`src/rtl/axis_traffic_sink.sv`:
```
// AXI-Stream sink/checker: drives tready with a selectable backpressure pattern,
// checks accepted beats against an incrementing sequence and reports pass/fail.
module axis_traffic_sink #(
  parameter int                    DATA_WIDTH = 64,
  parameter int                    NUM_BEATS  = 16,
  parameter logic [DATA_WIDTH-1:0] SEED       = '0,
  parameter int                    CNT_WIDTH  = 32,
  parameter int                    TIMEOUT    = 1024
) (
  input  logic                  clk,
  input  logic                  reset,
  input  logic                  start,
  input  logic [1:0]            bp_mode,
  input  logic [DATA_WIDTH-1:0] axis_tdata,
  input  logic                  axis_tvalid,
  output logic                  axis_tready,
  output logic [CNT_WIDTH-1:0]  beat_count,
  output logic [CNT_WIDTH-1:0]  error_count,
  output logic [CNT_WIDTH-1:0]  first_err_idx,
  output logic [DATA_WIDTH-1:0] first_err_data,
  output logic                  busy,
  output logic                  done,
  output logic                  timeout,
  output logic                  pass
);

  localparam int WD_W = (TIMEOUT < 2) ? 1 : $clog2(TIMEOUT + 1);

  typedef enum logic [1:0] {IDLE, RUN, DONE} state_t;

  state_t                state, state_nxt;
  logic [DATA_WIDTH-1:0] expected;
  logic [15:0]           lfsr, lfsr_adv;
  logic [1:0]            phase;
  logic                  alt;
  logic [WD_W-1:0]       wd;
  logic                  hs, mismatch, last_beat, wd_expire, run_entry;
  logic                  bp_entry, bp_run;

  assign hs        = (state == RUN) && axis_tvalid && axis_tready;
  assign mismatch  = hs && (axis_tdata != expected);
  assign last_beat = hs && (beat_count == CNT_WIDTH'(NUM_BEATS - 1));
  assign wd_expire = (state == RUN) && !hs && (wd == WD_W'(TIMEOUT - 1));
  assign run_entry = (state != RUN) && start;

  // Taps 16,14,13,11 in right-shift Fibonacci form
  assign lfsr_adv = {lfsr[0] ^ lfsr[2] ^ lfsr[3] ^ lfsr[5], lfsr[15:1]};

  assign busy = (state == RUN);
  assign done = (state == DONE);

  always_ff @(posedge clk or posedge reset) begin
    if (reset) state <= IDLE;
    else       state <= state_nxt;
  end

  always_comb begin
    state_nxt = state;
    case (state)
      IDLE:    if (start) state_nxt = RUN;
      RUN:     if (last_beat || wd_expire) state_nxt = DONE;
      DONE:    if (start) state_nxt = RUN;
      default: state_nxt = IDLE;
    endcase
  end

  // Ready for the first RUN cycle (entry) and for each following RUN cycle
  always_comb begin
    bp_entry = 1'b1;
    bp_run   = 1'b1;
    case (bp_mode)
      2'b01: begin bp_entry = 1'b1;          bp_run = ~alt;                 end
      2'b10: begin bp_entry = lfsr[0];       bp_run = lfsr_adv[0];          end
      2'b11: begin bp_entry = (phase == '0); bp_run = (phase + 2'd1) == '0; end
      default: ;
    endcase
  end

  always_ff @(posedge clk or posedge reset) begin
    if (reset) begin
      axis_tready    <= 1'b0;
      beat_count     <= '0;
      error_count    <= '0;
      first_err_idx  <= '0;
      first_err_data <= '0;
      timeout        <= 1'b0;
      pass           <= 1'b0;
      expected       <= SEED;
      lfsr           <= 16'hACE1;
      phase          <= '0;
      alt            <= 1'b0;
      wd             <= '0;
    end else if (run_entry) begin
      axis_tready    <= bp_entry;
      beat_count     <= '0;
      error_count    <= '0;
      first_err_idx  <= '0;
      first_err_data <= '0;
      timeout        <= 1'b0;
      pass           <= 1'b0;
      expected       <= SEED;
      alt            <= 1'b1;
      wd             <= '0;
    end else if (state == RUN) begin
      lfsr  <= lfsr_adv;
      phase <= phase + 2'd1;
      alt   <= ~alt;
      axis_tready <= (last_beat || wd_expire) ? 1'b0 : bp_run;
      if (hs) begin
        wd         <= '0;
        expected   <= expected + 1'b1;
        beat_count <= (&beat_count) ? beat_count : beat_count + 1'b1;
        if (mismatch) begin
          error_count <= (&error_count) ? error_count : error_count + 1'b1;
          // error_count never wraps, so zero means no mismatch yet this run
          if (error_count == '0) begin
            first_err_idx  <= beat_count;
            first_err_data <= axis_tdata;
          end
        end
      end else begin
        wd <= wd + 1'b1;
        if (wd_expire) timeout <= 1'b1;
      end
      if (state_nxt == DONE)
        pass <= !wd_expire && (error_count == '0) && !mismatch;
    end else begin
      axis_tready <= 1'b0;
    end
  end

endmodule

```
`config.mk`:
```
export PLATFORM = sky130hd
export DESIGN_NAME = axis_traffic_sink
export DESIGN_NICKNAME = d
export VERILOG_FILES = /design/src/rtl/axis_traffic_sink.sv
export SDC_FILE = /design/constraint.sdc
export NUM_CORES = 1
export LEC_CHECK = 0
export BUFFER_PORTS_ARGS = -buffer_cell sky130_fd_sc_hd__buf_2
export CAP_MARGIN = 10
export CORE_MARGIN = 1.5
export CORE_UTILIZATION = 60
export CTS_CLUSTER_SIZE = 14
export DETAILED_ROUTE_END_ITERATION = 10
export PLACE_DENSITY = 0.85
export SLEW_MARGIN = 30
export SYNTH_ARGS = -nofsm -noshare
export SYNTH_HDL_FRONTEND = slang
export SYNTH_SLANG_ARGS = --single-unit
```
`constraint.sdc`:
```
create_clock -name clk -period 21.2 [get_ports clk]
set_input_delay 3.18 -clock clk [delete_from_list [all_inputs] [get_ports clk]]
set_output_delay 3.18 -clock clk [all_outputs]
set_load 0.1 [all_outputs]
```
After elaboration in Yosys (flattened, before gate mapping)
Cells that the tools add are included.
{"block": "classes", "order_cmp": 0, "n_addsub": 5, "div": 0, "muxes": 42, "bitwise": 5, "multipliers": 0, "n_eq_ne": 13, "n_reduce_logical": 33, "n_shift": 0}
{"cell": "2-to-1 mux 64 bit", "n": 8}
{"cell": "2-to-1 mux 32 bit", "n": 14}
{"cell": "adder 32 x 1 -> 32 bit (second input constant)", "n": 2}
{"cell": "adder 64 x 1 -> 64 bit (second input constant)", "n": 1}
{"cell": "!= test 64 bit", "n": 1}
{"cell": "AND reduction 32 bit", "n": 2}
{"cell": "2-to-1 mux 11 bit", "n": 3}
{"cell": "== test 32 x 4 -> 1 bit (second input constant)", "n": 1}
{"cell": "logical NOT 32 bit", "n": 1}
{"cell": "2-to-1 mux 1 bit", "n": 12}
{"cell": "nonzero test 2 bit", "n": 6}
{"cell": "adder 11 x 1 -> 11 bit (second input constant)", "n": 1}
{"cell": "== test 11 x 10 -> 1 bit (second input constant)", "n": 1}
{"cell": "logical AND 1 bit", "n": 9}
{"cell": "== test 2 bit (second input constant)", "n": 4}
{"cell": "AND reduction 4 bit", "n": 2}
{"cell": "logical NOT 2 bit", "n": 3}
{"cell": "AND reduction 2 bit", "n": 3}
{"cell": "AND reduction 3 bit", "n": 2}
{"cell": "== test 2 x 1 -> 1 bit (second input constant)", "n": 2}
{"cell": "2-to-1 mux 2 bit", "n": 2}
{"cell": "!= test 2 x 1 -> 1 bit (second input constant)", "n": 2}
{"cell": "!= test 2 bit (second input constant)", "n": 2}
{"cell": "case mux 2 bit (2 select lines)", "n": 1}
{"cell": "8 further kinds", "n": 13}
{"block": "word_totals", "mem_bits_ro": 0, "wordCells": 111, "n_memories": 0, "ramBits": 0, "reg_bits": 259, "output_inout_bits": 165, "inputBits": 70, "latchBits": 0}

Longest topological paths before layout
{"block": "logic_depth", "word_depth": 13, "depth_mapped": 10, "mapped_depth_nobuf": 7}

Worst setup path after synthesis
No wires, ideal clock.
{"block": "synth_timing", "path_type": "input to register", "from": "input port axis_tdata[43]", "to": "register first_err_data[0]", "t_arrival_ns": 4.923, "slack_ns": 16.197, "stages": 9, "required_time_ns": 21.120, "path_buffers": 3, "setup_time_ns": 0.080, "path_cell_list": "xor2_1 -> nor4_1 -> nand4_1 -> nor4_2 -> nand3b_1 -> clkbuf_1 -> buf_4 -> buf_4 -> mux2i_1"}
{"block": "synth_via", "elab_chain_cells": 4}
{"item": "start, declared", "line_no": "14", "rtl": "input logic [DATA_WIDTH-1:0] axis_tdata,"}
{"item": "!= test 64 bit", "line_no": "41", "rtl": "assign mismatch = hs && (axis_tdata != expected);"}
{"item": "logical AND 1 bit", "line_no": "41"}
{"item": "nonzero test 2 bit (no line)"}
{"item": "AND reduction 4 bit (no line)"}
{"item": "end signal, assigned", "line_no": "118", "rtl": "first_err_data <= axis_tdata;"}
{"item": "end, declared", "line_no": "20", "rtl": "output logic [DATA_WIDTH-1:0] first_err_data,"}
No other way between the ends.
A chain may end at the register's enable or synchronous reset.

Worst setup path after layout
{"block": "layout_timing", "from": "input port axis_tdata[44]", "to": "register first_err_data[27]"}
Same word-level chain as after synthesis.

==> key figures <==
Status
  – Status: finished clean

Final layout
  – Area delta synth->final: 16.9%
  – Antenna fix cells: 0
  – Final instance area: ~0.016 mm2
  – Non-filler cells, final: just under 2000
  – Share of layout cells above drive strength 1: 0.187
  – Net count, final: 1708

Global routing
  – Vias in the first global route: around 11000
  – Grt met2 use: 0.483
  – Grt peak-use layer: met2
  – Total GRT Usage: 0.290
  – GRT met3 Usage: 0.0444
  – Largest net degree at the start of global routing: 107
  – First-pass GRT wire length: 55600 um
  – Grt met1 use: 0.389
  – Total grt overflow: 0
  – Initial antenna violation count: 0

Setup path
  – Crit path capture type: flop
  – CP required: 21.63 ns
  – Startpoint class of the critical path: input port
  – Reg2Reg Setup Slack: approximately 18 ns
  – Critical Path AT: 6.24 ns
  – Largest fanout on the critical path: between 50 and 60
  – Crit Path Category: input port to flop

Synth
  – Syn Nets: roughly 1500
  – Avg Inst Size Synth: 9.42 um2
  – Cell count after synthesis: 1417
  – Register bit count reported by yosys: 259
  – Top cells by area, synth: dfrtp_1, mux2i_1, xor2_1
  – Async S/R FF share, synth: 1.00
  – Ys flop type: dfrtp_1
  – Yosys warns: 0
  – Post-synthesis sequential area ratio: 0.486
  – Netlist cell types: 52
  – Number of synthesized flops with an enable pin: 0
  – Top-count cell post-synth: dfrtp_1
  – Post-synth top cells: dfrtp_1, nand2_1, xor2_1
  – Area leader, netlist: dfrtp_1
  – Top-area cell type share of the netlist area: 0.471
  – Mapped cell area: 0.0133 mm2

Timing
  – Worst clock skew: about 0.015 ns
  – Hold Fails Final Rpt: 0
  – Final setup vio count: 0
  – Relative slew margins: 0.424
  – Worst Tran Pin Value: 0.864 ns
  – Tcrit/Tclk final: 0.274
  – Max Fclk: 172 MHz
  – Setup_tns: 0 ns
  – Final min period: 5.81 ns
  – Max-slew violation count: 0
  – RSZ-0062 raised after global routing: no

Floorplan
  – Initial Utilization: 0.612
  – Die height: between 150 and 200 um
  – Die area: between 0.02 and 0.025 mm2
  – Core Box Area: 0.0218 mm2
  – IO Count: 235
  – Chip width: 152 um
  – FP Rows: 54

Pwr
  – Pwr dens: 129 mW/mm2
  – Power share of the combinational group: 0.450
  – Int Pwr: 990 uW
  – Clock power frac: 0.223
  – Peak supply drop: about 110 uV
  – Sequential share of power: 0.327
  – Switching power total: 1030 uW
  – LEAKAGE: 0.00852 uW
  – Sw Share: 0.510

CTS
  – CTS Buf Count: 27
  – H-tree levels: 1
  – Clk_lat worst skew: 0.52 ns
  – CTS tree: built
  – CTS root buf: clkbuf_16
  – Clk sinks: 259
  – Post-CTS Setup Bufs: 0
  – # hold bufs at CTS: 0
  – Max Buffers Root-to-Sink: 3
  – Resize count post-CTS: 0
  – Worst-path clk slew: 0.06 ns

Detailed routing
  – Initial drt markers: 839
  – WL final: between 30000 and 40000 um
  – DRC Markers: 0
  – Detail Route Antenna Nets: 0
  – Vias: 11200
  – Vias/cell: 5.82
  – Pre-antenna DRT Iters: 5
  – Avg WL per Cell: 17.6 um

Worst hold path
  – Worst min-delay path class: flop to flop

Place
  – Hpwl dp: 23200 um
  – Routability Congestion: 0.888
  – I/O Buffers: 234
  – DP Cell Count: between 1500 and 2000
  – Placed cell areas: 0.0147 mm2

Job
  – Max_cap viols: 0
[power by group through the flow]
stage	combinational, uW	sequential, uW	clock, uW
final	908	660	451
after global routing	946	673	480
after CTS	912	659	459
after detailed placement	910	667	0
after global placement	896	663	0
after floorplan	165	1250	0
[layout make-up]
cell class / count / area [um2]
flip-flops and latches: 259 / 6490
fillers: 1637 / 6210
multi-input cells: 983 / 6200
repair buffers: 250 / 1320
clock buffers: 47 / 831
inverters: 110 / 420
well taps: 280 / 350
clock inverters: 1 / 5.00
[final timing paths]
check,start,end,depth (start not counted)
hold reg to reg,lfsr[11]$_DFFE_PP1P_,lfsr[10]$_DFFE_PP1P_,2
hold / removal,lfsr[11]$_DFFE_PP1P_,lfsr[10]$_DFFE_PP1P_,2
min in group asynchronous,reset,first_err_data[8]$_DFFE_PP0P_,2
setup reg to reg,expected[55]$_DFFE_PP0P_,first_err_data[27]$_DFFE_PP0P_,9
max in group asynchronous,reset,first_err_data[45]$_DFFE_PP0P_,3
setup / recovery,axis_tdata[44],first_err_data[27]$_DFFE_PP0P_,10
[worst max-delay path: stages]
cell and delay, ns:
buf_2 0.11, xor2_1 0.14, nor4_1 0.60, nand4_1 0.27
nor4_4 0.30, buf_4 0.49, nand3b_1 0.20, buf_4 0.34
buf_16 0.30, mux2i_1 0.26
[flip-flops by register name, summed over array words and instances (netlist names)]
name            flops
pass                1
axis_tready         1
timeout             1
expected           64
wd                 11
first_err_idx      32
error_count        32
alt                 1
lfsr               16
state               2
beat_count         32
first_err_data     64
phase               2
[cell usage in the layout, fill, tap and decap left out, types with 14 or more instances in the layout]
cell type  synthesis  layout
clkbuf_16          0      27
a21oi_1           35      35
dfrtp_1          251     251
nor2_1           100      99
xnor2_1           22      22
nor3_1            17      17
nand2_1          230     229
and3_1            34      34
mux2i_1          107     107
xor2_1           121     121
o21ai_0           36      36
nand4_1           48      48
and4_1            16      16
or4_1             22      22
o31ai_1           24      24
inv_1            109     108
buf_4              7      14
nand3_1           58      58
nor4_1            35      34
buf_2             12     234
or3_1             15      15
[per-layer routing]
metal / share of wire / vias to the layer above / wire length, um
li1: - / 5265 / -
met1: 0.41 / 5449 / 14000
met2: 0.48 / 456 / 16300
met3: 0.077 / 72 / 2600
met4: 0.029 / 0 / 998
met5: 0 / - / 0
[kinds of logic (layout without fill, tap and decap cells)]
logic type      Yosys count  count (layout)  share of synthesized area
buf+inv                 175             408                     0.0524
simple gates            605             605                      0.224
flops                   259             259                      0.486
mux                     108             108                     0.0811
xor+xnor                143             143                     0.0938
compound gates          120             120                     0.0555
fa+ha+maj                 7               7                    0.00656
[per-stage QoR]
| stage | utilization | total power, uW | setup slack (ns) | hold WS [ns] |
|---|---|---|---|---|
| after global routing | 0.715 | 2100 | 15.30 | 0.486 |
| after global placement | 0.675 | 1560 | 14.80 | 0.441 |
| final | 0.715 | 2020 | 15.39 | 0.459 |
| after CTS | 0.714 | 2030 | 15.21 | 0.457 |
| after floorplan | - | 1420 | 10.91 | 0.435 |
| after detailed placement | 0.675 | 1580 | 14.68 | 0.446 |
(Power assumes the default switching activity.)
